## src/rtl/io_pkg.sv

```systemverilog
// Shared definitions for the board-level I/O conditioning blocks.
package io_pkg;

  localparam int unsigned DEFAULT_STABLE_CYCLES = 65536;
  localparam int unsigned DEFAULT_LONG_CYCLES   = 12000000;

  typedef enum logic [1:0] {
    StIdle,
    StPress,
    StHeld
  } press_state_e;

  function automatic bit params_ok(input int unsigned n_btn,
                                   input int unsigned stable_cycles,
                                   input int unsigned long_cycles);
    return (n_btn >= 1) && (stable_cycles >= 2) && (long_cycles > stable_cycles);
  endfunction

endpackage

```

## src/rtl/button_channel.sv

```systemverilog
// One button: two-flop synchroniser, stability-counter debouncer and press/hold FSM.
module button_channel
  import io_pkg::*;
#(
  parameter int unsigned STABLE_CYCLES = DEFAULT_STABLE_CYCLES,
  parameter int unsigned LONG_CYCLES   = DEFAULT_LONG_CYCLES,
  parameter bit          ACTIVE_LOW    = 1'b1
) (
  input  logic clk_i,
  input  logic rst_i,
  input  logic btn_raw_i,
  output logic state_o,
  output logic pressed_o,
  output logic released_o,
  output logic long_press_o,
  output logic held_o
);

  localparam int unsigned StableW = (STABLE_CYCLES > 2) ? $clog2(STABLE_CYCLES) : 1;
  localparam int unsigned LongW   = (LONG_CYCLES > 2) ? $clog2(LONG_CYCLES) : 1;
  localparam logic        RelLvl  = ACTIVE_LOW;

  logic               sync1_q, sync2_q;
  logic               level;
  logic [StableW-1:0] deb_cnt_q, deb_cnt_d;
  logic               state_q, state_d;
  logic               rise, fall;

  press_state_e       fsm_q, fsm_d;
  logic [LongW-1:0]   hold_cnt_q, hold_cnt_d;
  logic               pressed_q, pressed_d;
  logic               released_q, released_d;
  logic               long_q, long_d;
  logic               held_q, held_d;

  // Normalise polarity so that 1 always means pressed.
  assign level = sync2_q ^ ACTIVE_LOW;

  always_comb begin
    deb_cnt_d = '0;
    state_d   = state_q;
    rise      = 1'b0;
    fall      = 1'b0;
    if (level != state_q) begin
      if (deb_cnt_q == StableW'(STABLE_CYCLES - 1)) begin
        state_d = ~state_q;
        rise    = ~state_q;
        fall    = state_q;
      end else begin
        deb_cnt_d = deb_cnt_q + StableW'(1);
      end
    end
  end

  always_comb begin
    fsm_d      = fsm_q;
    hold_cnt_d = hold_cnt_q;
    pressed_d  = 1'b0;
    released_d = 1'b0;
    long_d     = 1'b0;
    unique case (fsm_q)
      StIdle: begin
        if (rise) begin
          fsm_d      = StPress;
          pressed_d  = 1'b1;
          hold_cnt_d = '0;
        end
      end
      StPress: begin
        // A release in the same cycle as the long threshold wins.
        if (fall) begin
          fsm_d      = StIdle;
          released_d = 1'b1;
        end else if (hold_cnt_q == LongW'(LONG_CYCLES - 1)) begin
          fsm_d  = StHeld;
          long_d = 1'b1;
        end else begin
          hold_cnt_d = hold_cnt_q + LongW'(1);
        end
      end
      StHeld: begin
        if (fall) begin
          fsm_d      = StIdle;
          released_d = 1'b1;
        end
      end
      default: fsm_d = StIdle;
    endcase
    held_d = (fsm_d == StHeld);
  end

  always_ff @(posedge clk_i) begin
    if (rst_i) begin
      sync1_q    <= RelLvl;
      sync2_q    <= RelLvl;
      deb_cnt_q  <= '0;
      state_q    <= 1'b0;
      fsm_q      <= StIdle;
      hold_cnt_q <= '0;
      pressed_q  <= 1'b0;
      released_q <= 1'b0;
      long_q     <= 1'b0;
      held_q     <= 1'b0;
    end else begin
      sync1_q    <= btn_raw_i;
      sync2_q    <= sync1_q;
      deb_cnt_q  <= deb_cnt_d;
      state_q    <= state_d;
      fsm_q      <= fsm_d;
      hold_cnt_q <= hold_cnt_d;
      pressed_q  <= pressed_d;
      released_q <= released_d;
      long_q     <= long_d;
      held_q     <= held_d;
    end
  end

  assign state_o      = state_q;
  assign pressed_o    = pressed_q;
  assign released_o   = released_q;
  assign long_press_o = long_q;
  assign held_o       = held_q;

endmodule

```

## src/rtl/button_debouncer.sv

```systemverilog
// Multi-channel push-button conditioner: N_BTN independent button_channel instances.
module button_debouncer
  import io_pkg::*;
#(
  parameter int unsigned N_BTN         = 4,
  parameter int unsigned STABLE_CYCLES = DEFAULT_STABLE_CYCLES,
  parameter int unsigned LONG_CYCLES   = DEFAULT_LONG_CYCLES,
  parameter bit          ACTIVE_LOW    = 1'b1
) (
  input  logic             hwclk,
  input  logic             rst,
  input  logic [N_BTN-1:0] btn_raw,
  output logic [N_BTN-1:0] btn_state,
  output logic [N_BTN-1:0] pressed,
  output logic [N_BTN-1:0] released,
  output logic [N_BTN-1:0] long_press,
  output logic [N_BTN-1:0] held
);

  if (!params_ok(N_BTN, STABLE_CYCLES, LONG_CYCLES)) begin : gen_param_check
    $error("button_debouncer: illegal N_BTN/STABLE_CYCLES/LONG_CYCLES");
  end

  for (genvar i = 0; i < N_BTN; i++) begin : gen_chan
    button_channel #(
      .STABLE_CYCLES(STABLE_CYCLES),
      .LONG_CYCLES  (LONG_CYCLES),
      .ACTIVE_LOW   (ACTIVE_LOW)
    ) u_chan (
      .clk_i       (hwclk),
      .rst_i       (rst),
      .btn_raw_i   (btn_raw[i]),
      .state_o     (btn_state[i]),
      .pressed_o   (pressed[i]),
      .released_o  (released[i]),
      .long_press_o(long_press[i]),
      .held_o      (held[i])
    );
  end

endmodule

```

## config.mk

```make
export PLATFORM = sky130hd
export DESIGN_NAME = button_debouncer
export DESIGN_NICKNAME = d
export VERILOG_FILES = /design/src/rtl/io_pkg.sv /design/src/rtl/button_channel.sv /design/src/rtl/button_debouncer.sv
export SDC_FILE = /design/constraint.sdc
export NUM_CORES = 1
export LEC_CHECK = 0
export ABC_AREA = 1
export BUFFER_PORTS_ARGS = -buffer_cell sky130_fd_sc_hd__buf_4
export CAP_MARGIN = 20
export CORE_MARGIN = 2
export CORE_UTILIZATION = 25
export DETAILED_ROUTE_END_ITERATION = 8
export GPL_TIMING_DRIVEN = 0
export HOLD_SLACK_MARGIN = 0.12
export PLACE_DENSITY = 0.45
export SLEW_MARGIN = 10
export SYNTH_ARGS = -nofsm -noshare
export SYNTH_HDL_FRONTEND = slang
export SYNTH_HIERARCHICAL = 1
export SYNTH_SLANG_ARGS = --single-unit
```

## constraint.sdc

```tcl
create_clock -name hwclk -period 4.2 [get_ports hwclk]
set_input_delay 0.21 -clock hwclk [delete_from_list [all_inputs] [get_ports hwclk]]
set_output_delay 0.21 -clock hwclk [all_outputs]
set_load 0.005 [all_outputs]
```

==> flow_summary.ini, run 1 <==
[status]
status = complete, no violations

[setup_path]
start_kind = flip-flop
arrival_ns = 2.55
crit_type = flip-flop to flip-flop
r2r_slack_ns = 2.03
setup.worst_path.start = gen_chan[3].u_chan/fsm_q[1]
r2r_cells = 8
rr_startpoint = gen_chan[3].u_chan/fsm_q[1]
required_ns = 4.58
cp_max_fo = 10
end_kind = flip-flop

[die]
core_area_mm2 = 0.0453
boundaryPins = 26
die_h_um = 218
die_w_um = 218
die_area_mm2 = 0.0475
start_util_pct = 25.3
rows = 78

[final_layout]
drive_above_1_share_pct = 8.40
fillerInstances = 5058
layout.nets = 1850
final-instance-count-excl-fill = 2433
diodes = 0
area_growth_pct = 13.6
finish.utilization_pct = 28.7

[timing]
slew_headroom_pct = 54.9
fin_worst_hold_slack_ns = 0.416
finalSetupViolCount = 0
period_minus_slack_ns = 2.17
final.setup.tns_ns = 0
rsz0062_at_grt = false
post-route-period-util_pct = 51.8
fmax_mhz = 460
worst_clock_skew_ns = 0.0106
worst_pin_slew_ns = 0.674
finalHoldViolCount = 0
final_max_slew_viol_count = 0

[synth]
synth_adder_area_share_pct = 2.62
yosys-top-cells-area = dfxtp_1 34%, nand2_1 14%, nor2_1 13%
syn_area_mm2 = 0.0114
yosysUniqueCellTypes = 41
synth-main-ff-cell = dfxtp_1
synth-edff-count = 0
synth_compound_area_share_pct = 8.42
async_reset_ff_share_pct = 0
ys_ff_latch = 196
synth_top_family_by_area = simple AND/OR/NAND/NOR gates
synth_most_common_cell = nand2_1
synth-xor-area-share_pct = 4.06
yosys-top-cells-count = 427 x nand2_1, 382 x nor2_1, 196 x dfxtp_1, 165 x nand3_1, 155 x inv_1
yosysTopAreaCellShare_pct = 34.3
muxShareOfSynthArea_pct = 0
ys_seq_area_share_pct = 34.3
yosys_warnings = 6
synthSimpleGateAreaFrac_pct = 43.0
yosysTopAreaCell = dfxtp_1
syn_avg_cell_area_um2 = 6.46
synth_cells = 1771
synth_fp_nets = 1801

[worst_hold_path]
min_path_type = flip-flop to flip-flop
hold_start = gen_chan[0].u_chan/sync1_q
holdPathStages = 1

[global_routing]
grtUsageMet3_pct = 1.67
antenna_found_initial = 0
grt_pass1_vias = 10241
grt_max_degree = 20
grt_use_met2_pct = 20.7
grtUsageMet1_pct = 17.0
grt_usage_pct = 12.6
top_usage_layer = met2
grt-ovfl-total = 0
grt_pass1_wl_um = 49700

[power_and_ir_drop]
p_per_area_mw_per_mm2 = 273
p_leak_nw = 4.95
vdd_drop_max_uv = 266

[route]
drc = 0
first_iter_violations = 571
dr.pass1.iters = 5
post_drt_wl_per_cell_um = 11.7
via_count = 10669
ant_nets = 0
wl_um = 28400
vias_per_cell = 4.39

[placed_design]
gp_congestion = 0.832
dp.cells = 2396
dp_hpwl_um = 21100
io_buffers = 25

[clock_tree]
clock-sinks = 196
cts_root_buf = clkbuf_16
htreeDepth = 4
cts_made_buffers = 17
cts_buffer_depth = 2
ctsResizeCount = 0
postCtsSetupRepairBufs = 0
tritoncts = done
holdBufCountCts = 5
clkTransAtPathRegs_ns = 0.08
clock_latency_ns = 0.45

[flow_run]
maxCapViolations = 0
==> logic make-up (layout without fill, tap and decap cells) <==
group	count (synthesis)	after routing
flip-flops	196	196
adder cells (fa/ha/maj)	24	24
buffers and inverters	206	268
AO/OA/AOI/OAI	172	172
XOR/XNOR	53	53
AND/OR/NAND/NOR	1120	1120
==> worst paths after layout <==
| check | to |
|---|---|
| max | gen_chan[3].u_chan/hold_cnt_q[9] |
| min | gen_chan[0].u_chan/sync2_q |
| max reg2reg | gen_chan[3].u_chan/hold_cnt_q[9] |
| min reg2reg | gen_chan[0].u_chan/sync2_q |
==> worst max-delay path, cell delays in order, from the launching register on <==
cell and delay [ns]:
dfxtp_1 0.34, inv_1 0.12, ha_1 0.25, clkbuf_1 0.44, nand3_1 0.13, nand2_1 0.13
clkbuf_1 0.38, nand3_1 0.14, a21oi_1 0.17
==> flip-flops by register name, summed over array words and instances (netlist names) <==
register and cells:
gen_chan.u_chan/fsm_q 8, gen_chan.u_chan/long_press_o 4, gen_chan.u_chan/deb_cnt_q 64, gen_chan.u_chan/released_o 4, gen_chan.u_chan/pressed_o 4, gen_chan.u_chan/sync1_q 4
gen_chan.u_chan/state_o 4, gen_chan.u_chan/hold_cnt_q 96, gen_chan.u_chan/held_o 4, gen_chan.u_chan/sync2_q 4
==> layer usage <==
layer | vias to the layer above | wire [um]
li1 | 5760 | -
met2 | 108 | 12900
met5 | - | 0
met4 | 0 | 419
met1 | 4777 | 14600
met3 | 24 | 592
==> power breakdown <==
| part | internal [mW] | switching [mW] |
|---|---|---|
| combinational | 0.0185 | 0.0386 |
| clock | 0.788 | 0.845 |
| sequential | 1.86 | 0.00287 |
| total | 2.67 | 0.887 |
==> per-stage QoR <==
| stage | worst slack [ns] | total power [mW] | area [um2] |
|---|---|---|---|
| 3_3_place_gp | 2.09 | 1.96 | 12400 |
| 2_1_floorplan | 2.53 | 1.94 | 11400 |
| 5_1_grt | 1.70 | 3.71 | 13000 |
| 6_report | 2.03 | 3.55 | 13000 |
| 4_1_cts | 2.03 | 3.64 | 13000 |
| 3_5_place_dp | 2.06 | 1.96 | 12400 |
==> cells in the final DEF, fill, tap and decap left out, drive strengths merged <==
| master | instances |
|---|---|
| o21bai | 10 |
| xnor2 | 19 |
| a21boi | 4 |
| ha | 24 |
| a311oi | 1 |
| dlygate4sd3 | 5 |
| inv | 162 |
| a21o | 7 |
| o211ai | 3 |
| xor2 | 34 |
| nand3 | 172 |
| a21oi | 66 |
| o21ai | 67 |
| nand4 | 36 |
| a31o | 3 |
| dfxtp | 196 |
| nor3b | 20 |
| a31oi | 3 |
| a41oi | 1 |
| nor3 | 25 |
| nand2 | 443 |
| a211oi | 6 |
| clkbuf | 35 |
| buf | 55 |
| clkinv | 9 |
| or2 | 17 |
| nor4b | 1 |
| nor2 | 406 |
| clkinvlp | 2 |
| o211a | 1 |
==> cell type report <==
| class | count | area (um2) | share of cell area, % |
|---|---|---|---|
| multi-input cells | 1369 | 6650 | 51.1 |
| flip-flops and latches | 196 | 3920 | 30.2 |
| well taps | 600 | 751 | 5.78 |
| inverters | 158 | 593 | 4.56 |
| clock buffers | 17 | 425 | 3.27 |
| plain buffers | 48 | 279 | 2.15 |
| repair buffers | 30 | 238 | 1.83 |
| clock inverters | 15 | 143 | 1.10 |
(Power assumes the default switching activity.)
==> run 2, diff against run 1 <==
Settings changed: PLACE_DENSITY 0.45 to 0.46.
Clock period 4.2 ns to 2 ns, I/O delays scaled along.
==> run 2 against run 1 <==
Against the previous run: core utilization rose by 1.1 points; register-to-register slack got worse by 1.9 ns; setup slack got worse by 1.9 ns.
==> flow_summary.ini, run 2 (synthesis results as in run 1) <==
[global_routing]
grt-ovfl-total = 0
antenna_found_initial = 0
grt_max_degree = 17
grt_usage_pct = 12.8
grt_pass1_vias = 10116
grt_pass1_wl_um = 49600

[clock_tree]
cts_buffer_depth = 2
cts_root_buf = clkbuf_16
tritoncts = done
clock_latency_ns = 0.48
cts_made_buffers = 17
clkTransAtPathRegs_ns = 0.07
clock-sinks = 196
htreeDepth = 4

[die]
die_area_mm2 = 0.0475
die_h_um = 218
die_w_um = 218
core_area_mm2 = 0.0453
start_util_pct = 25.3
rows = 78
boundaryPins = 26

[final_layout]
largestRegisters = gen_chan.u_chan/hold_cnt_q: 96 flops, gen_chan.u_chan/deb_cnt_q: 64 flops, gen_chan.u_chan/fsm_q: 8 flops
regMostFlops = gen_chan.u_chan/hold_cnt_q
drive_above_1_share_pct = 11.8
fillerInstances = 5090
area_growth_pct = 18.1
multiInputGateArea_mm2 = 0.00684
finish.utilization_pct = 29.8
diodes = 0
layout.nets = 1879
final_common_cell = nand2_1
regArea_mm2 = 0.00393
final_cell_mix = 422 x nand2_1, 373 x nor2_1, 189 x dfxtp_1
final_area_mm2 = 0.0135
largest_reg_flops = 96

[timing]
rsz0062_at_grt = true
worst_pin_slew_ns = 0.534
slew_headroom_pct = 64.4
fmax_mhz = 531
post-route-period-util_pct = 94.1
period_minus_slack_ns = 1.88
worst_clock_skew_ns = 0.00687
final_max_slew_viol_count = 0
setup_ws_ns = 0.118
final.setup.tns_ns = 0
finalHoldViolCount = 0
finalSetupViolCount = 0

[setup_path]
required_ns = 2.38
critical_path.top_delay_family = simple AND/OR/NAND/NOR gates
start_kind = flip-flop
r2r_slack_ns = 0.12
rr_startpoint = gen_chan[2].u_chan/deb_cnt_q[0]
r2r_cells = 14
cpMaxStageDelayCell = dfxtp_2
cp_max_fo = 6
path_depth = 14
end_kind = flip-flop
arrival_ns = 2.27
crit_type = flip-flop to flip-flop
cp_slowest_stage_delay_ns = 0.34
crit_buf_inv = 2
crit_chain = ha_2, nand2_1, nor2_4, nand2_4, nor2_4, nand3_2, nand2_4, nand2_4, nor2_8, buf_4, buf_4, nand2_1, nand2_1, nor2_1
timing.rr.end = gen_chan[2].u_chan/hold_cnt_q[22]

[placed_design]
pre_cts_slack_ns = -0.123
dpl_cell_area_mm2 = 0.0124
io_buffers = 25
gp_congestion = 0.820
dp_hpwl_um = 21300

[worst_hold_path]
holdPathEnd = gen_chan[2].u_chan/sync1_q
holdPathStages = 3
min_path_type = input pin to flip-flop
hold_start = btn_raw[2]

[route]
wl_um = 29200
post_drt_wl_per_cell_um = 11.9
dr.pass1.iters = 5
via_count = 10899
vias_per_cell = 4.43
first_iter_violations = 510
ant_nets = 0
drc = 0

[status]
status = complete, no violations

[power_and_ir_drop]
vdd_drop_max_uv = 621
p_per_area_mw_per_mm2 = 578
p_leak_nw = 5.16

[flow_run]
maxCapViolations = 0
==> run 2: timing repair <==
item	CTS	global route
pin swaps	0	15
cloned	0	2
setup endpoints to repair	26	137
setup buffers	0	25
endpoints found under the hold margin	10	0
hold buffers	7	0
resized for setup	6	76
==> run 2: worst max-delay path by stage <==
stage,from,endpoint,slack [ns]
floorplan,gen_chan[0].u_chan/deb_cnt_q[0],gen_chan[0].u_chan/hold_cnt_q[7],0.33
global route,gen_chan[2].u_chan/deb_cnt_q[0],gen_chan[2].u_chan/hold_cnt_q[22],-0.02
finish,gen_chan[2].u_chan/deb_cnt_q[0],gen_chan[2].u_chan/hold_cnt_q[22],0.12
CTS,gen_chan[0].u_chan/deb_cnt_q[0],gen_chan[0].u_chan/hold_cnt_q[9],0.009
detailed placement,gen_chan[3].u_chan/fsm_q[1],gen_chan[3].u_chan/hold_cnt_q[11],-0.12
global placement,gen_chan[3].u_chan/fsm_q[1],gen_chan[3].u_chan/hold_cnt_q[10],-0.11
==> run 2: cell type report <==
| type | instances | area share [%] |
|---|---|---|
| repair buffers | 59 | 3.41 |
| flip-flops and latches | 196 | 29.1 |
| plain buffers | 48 | 2.23 |
| inverters | 158 | 4.39 |
| clock inverters | 11 | 1.29 |
| well taps | 600 | 5.56 |
| multi-input cells | 1369 | 50.6 |
| clock buffers | 20 | 3.38 |
==> run 2: metal layers <==
layer  vias up  global-route usage, %  share of wire (%)
met5         -                      0                  0
met3        27                   2.59                2.8
li1       5824                      -                  -
met2       110                   19.8                 44
met1      4938                   17.4                 52
met4         0                   4.69                1.5
==> run 2: through the flow <==
| step | std cells | power, mW | hold WS (ns) |
|---|---|---|---|
| 2_1_floorplan | 1771 | 4.08 | 0.169 |
| 3_3_place_gp | 2396 | 4.12 | 0.287 |
| 3_5_place_dp | 2396 | 4.12 | 0.288 |
| 4_1_cts | 2434 | 8.00 | 0.294 |
| 5_1_grt | 2461 | 8.17 | 0.329 |
| 6_report | 2461 | 7.81 | 0.343 |
==> run 2: power breakdown <==
part,internal [mW],leakage [nW],total [mW],switching (mW)
Combinational,0.0431,3.27,0.129,0.0858
Sequential,3.91,1.58,3.92,0.00614
Clock,2.16,0.311,3.77,1.61
Total,6.11,5.16,7.81,1.70
==> run 2: worst reg2reg max path, stage by stage, from the launching register on <==
cell,delay [ns]
dfxtp_2,0.34
ha_2,0.17
nand2_1,0.10
nor2_4,0.18
nand2_4,0.10
nor2_4,0.12
nand3_2,0.10
nand2_4,0.09
nand2_4,0.07
nor2_8,0.16
buf_4,0.13
buf_4,0.09
nand2_1,0.04
nand2_1,0.05
nor2_1,0.04
==> run 3, diff against run 2 <==
Settings changed: CORE_MARGIN 2 to default.
==> run 3 against run 2 <==
Against the previous run: highest routed layer unchanged; non-clock buffer count decreased by 2; critical path depth decreased by 1; first-iteration DRC count increased by 17%; via count decreased by 0.68%.
==> flow_summary.ini, run 3 (synthesis results as in run 1) <==
[power_and_ir_drop]
switching_share_pct = 25.2
p_clk_share_pct = 46.1
p_seq_share_pct = 52.2
p_int_mw = 5.61
vdd_drop_max_uv = 549
totalPowerFinal_mw = 7.50
p_leak_nw = 5.13
combPwrFrac_pct = 1.7
p_per_area_mw_per_mm2 = 557
p_switching_mw = 1.89

[setup_path]
cp_max_fo = 6
end_kind = flip-flop
crit_path_end = gen_chan[0].u_chan/hold_cnt_q[18]
timing.rr.end = gen_chan[0].u_chan/hold_cnt_q[18]
arrival_ns = 2.26
r2r_cells = 13
required_ns = 2.39
r2r_slack_ns = 0.12
setup.worst_path.start = gen_chan[0].u_chan/deb_cnt_q[0]
crit_type = flip-flop to flip-flop
rr_startpoint = gen_chan[0].u_chan/deb_cnt_q[0]
start_kind = flip-flop

[clock_tree]
clkTransAtPathRegs_ns = 0.08
clock-sinks = 196
cts_buffer_depth = 2
htreeDepth = 4
tritoncts = done
cts_made_buffers = 17
clock_latency_ns = 0.49
cts_root_buf = clkbuf_16

[final_layout]
area_growth_pct = 17.7
drive_above_1_share_pct = 12.4
regMostFlops = gen_chan.u_chan/hold_cnt_q
finish.utilization_pct = 29.7
final_common_cell = nand2_1
final_cell_mix = 421 x nand2_1, 371 x nor2_1, 181 x dfxtp_1
diodes = 0
largest_reg_flops = 96
largestRegisters = gen_chan.u_chan/hold_cnt_q: 96 flops, gen_chan.u_chan/deb_cnt_q: 64 flops, gen_chan.u_chan/fsm_q: 8 flops
final-instance-count-excl-fill = 2460
layout.nets = 1877

[timing]
final_max_slew_viol_count = 0
post-route-period-util_pct = 93.9
setup_ws_ns = 0.122
worst_clock_skew_ns = 0.0118
fmax_mhz = 533
period_minus_slack_ns = 1.88
worst_pin_slew_ns = 0.526
final.setup.tns_ns = 0
slew_headroom_pct = 64.9
finalHoldViolCount = 0
finalSetupViolCount = 0

[placed_design]
dp_hpwl_um = 21200
dp.cells = 2396
gp_congestion = 0.817
pre_cts_slack_ns = -0.161
io_buffers = 25

[global_routing]
antenna_found_initial = 0
grt_pass1_wl_um = 49200
grt-ovfl-total = 0
grt_usage_pct = 12.9
grt_max_degree = 20
grt_pass1_vias = 10028

[route]
via_count = 10825
ant_nets = 0
vias_per_cell = 4.40
wl_um = 29200
drc = 0
post_drt_wl_per_cell_um = 11.9
dr.pass1.iters = 5
first_iter_violations = 599

[die]
start_util_pct = 25.3
die_w_um = 216
die_h_um = 216
core_area_mm2 = 0.0453
boundaryPins = 26
die_area_mm2 = 0.0466
rows = 78

[status]
status = complete, no violations

[flow_run]
maxCapViolations = 0

[worst_hold_path]
min_path_type = input pin to flip-flop
holdPathStages = 3
run 3: cell count changes in the layout (fill, tap and decap cells not counted), moves of 4 or more:
cell	delta
o21ai_0	+5
nor2_2	+4
inv_8	+4
dfxtp_2	+8
bufinv_16	-4
dfxtp_1	-8
run 3: how the worst min path moves through the flow:
stage                           from                               end  slack, ns
after CTS                 btn_raw[2]        gen_chan[2].u_chan/sync1_q       0.28
final                     btn_raw[2]        gen_chan[2].u_chan/sync1_q       0.34
after floorplan                  rst  gen_chan[1].u_chan/hold_cnt_q[5]       0.17
after global placement    btn_raw[0]        gen_chan[0].u_chan/sync1_q       0.29
after global routing      btn_raw[2]        gen_chan[2].u_chan/sync1_q       0.32
after detailed placement  btn_raw[0]        gen_chan[0].u_chan/sync1_q       0.29
run 3: critical path: stages (launching register included):
cell	delay, ns
dfxtp_2	0.35
ha_2	0.19
nand2_2	0.08
nor2_4	0.15
nand2_4	0.10
nor2_4	0.13
nand3_2	0.10
nand2_4	0.11
nand2_4	0.08
nor2_8	0.19
clkbuf_16	0.17
nand2_1	0.04
nand2_1	0.05
nor2_1	0.04
run 3: timing repair:
action,4_1_cts,5_1_grt
hold buffers,7,0
resized for setup,7,76
cloned,0,3
pin swaps,0,15
endpoints found under the hold margin,13,0
endpoints found under the setup margin,38,136
setup buffers,0,22
run 3: power by group through the flow:
stage | registers (mW) | clock network, mW | logic [mW]
after floorplan | 4.00 | 0 | 0.0728
after global placement | 4.01 | 0 | 0.117
after detailed placement | 4.01 | 0 | 0.118
after CTS | 3.91 | 3.67 | 0.130
after global routing | 3.92 | 3.79 | 0.149
final | 3.91 | 3.46 | 0.130
run 3: stage by stage:
step	cell area [um2]	hold slack [ns]
floorplan	11400	0.169
global route	13500	0.323
finish	13500	0.336
detailed placement	12400	0.288
global placement	12400	0.289
CTS	13000	0.283
run 3: per-layer routing:
layer / up-vias / track usage, % / wire length, um / part of all wire (%)
met5: - / 0 / 0 / 0
met1: 4841 / 17.3 / 15200 / 52
li1: 5826 / - / - / -
met3: 23 / 2.92 / 887 / 3.0
met4: 0 / 4.67 / 466 / 1.6
met2: 135 / 20.2 / 12700 / 43
run 3: cell type report:
type / count / area [um2]
inverter: 158 / 593
clock inverter: 14 / 138
multi-input combinational: 1369 / 6830
fill: 5005 / 31800
buffer: 48 / 304
clock buffer: 18 / 429
tap: 600 / 751
sequential: 196 / 3940
timing repair buffer: 57 / 480
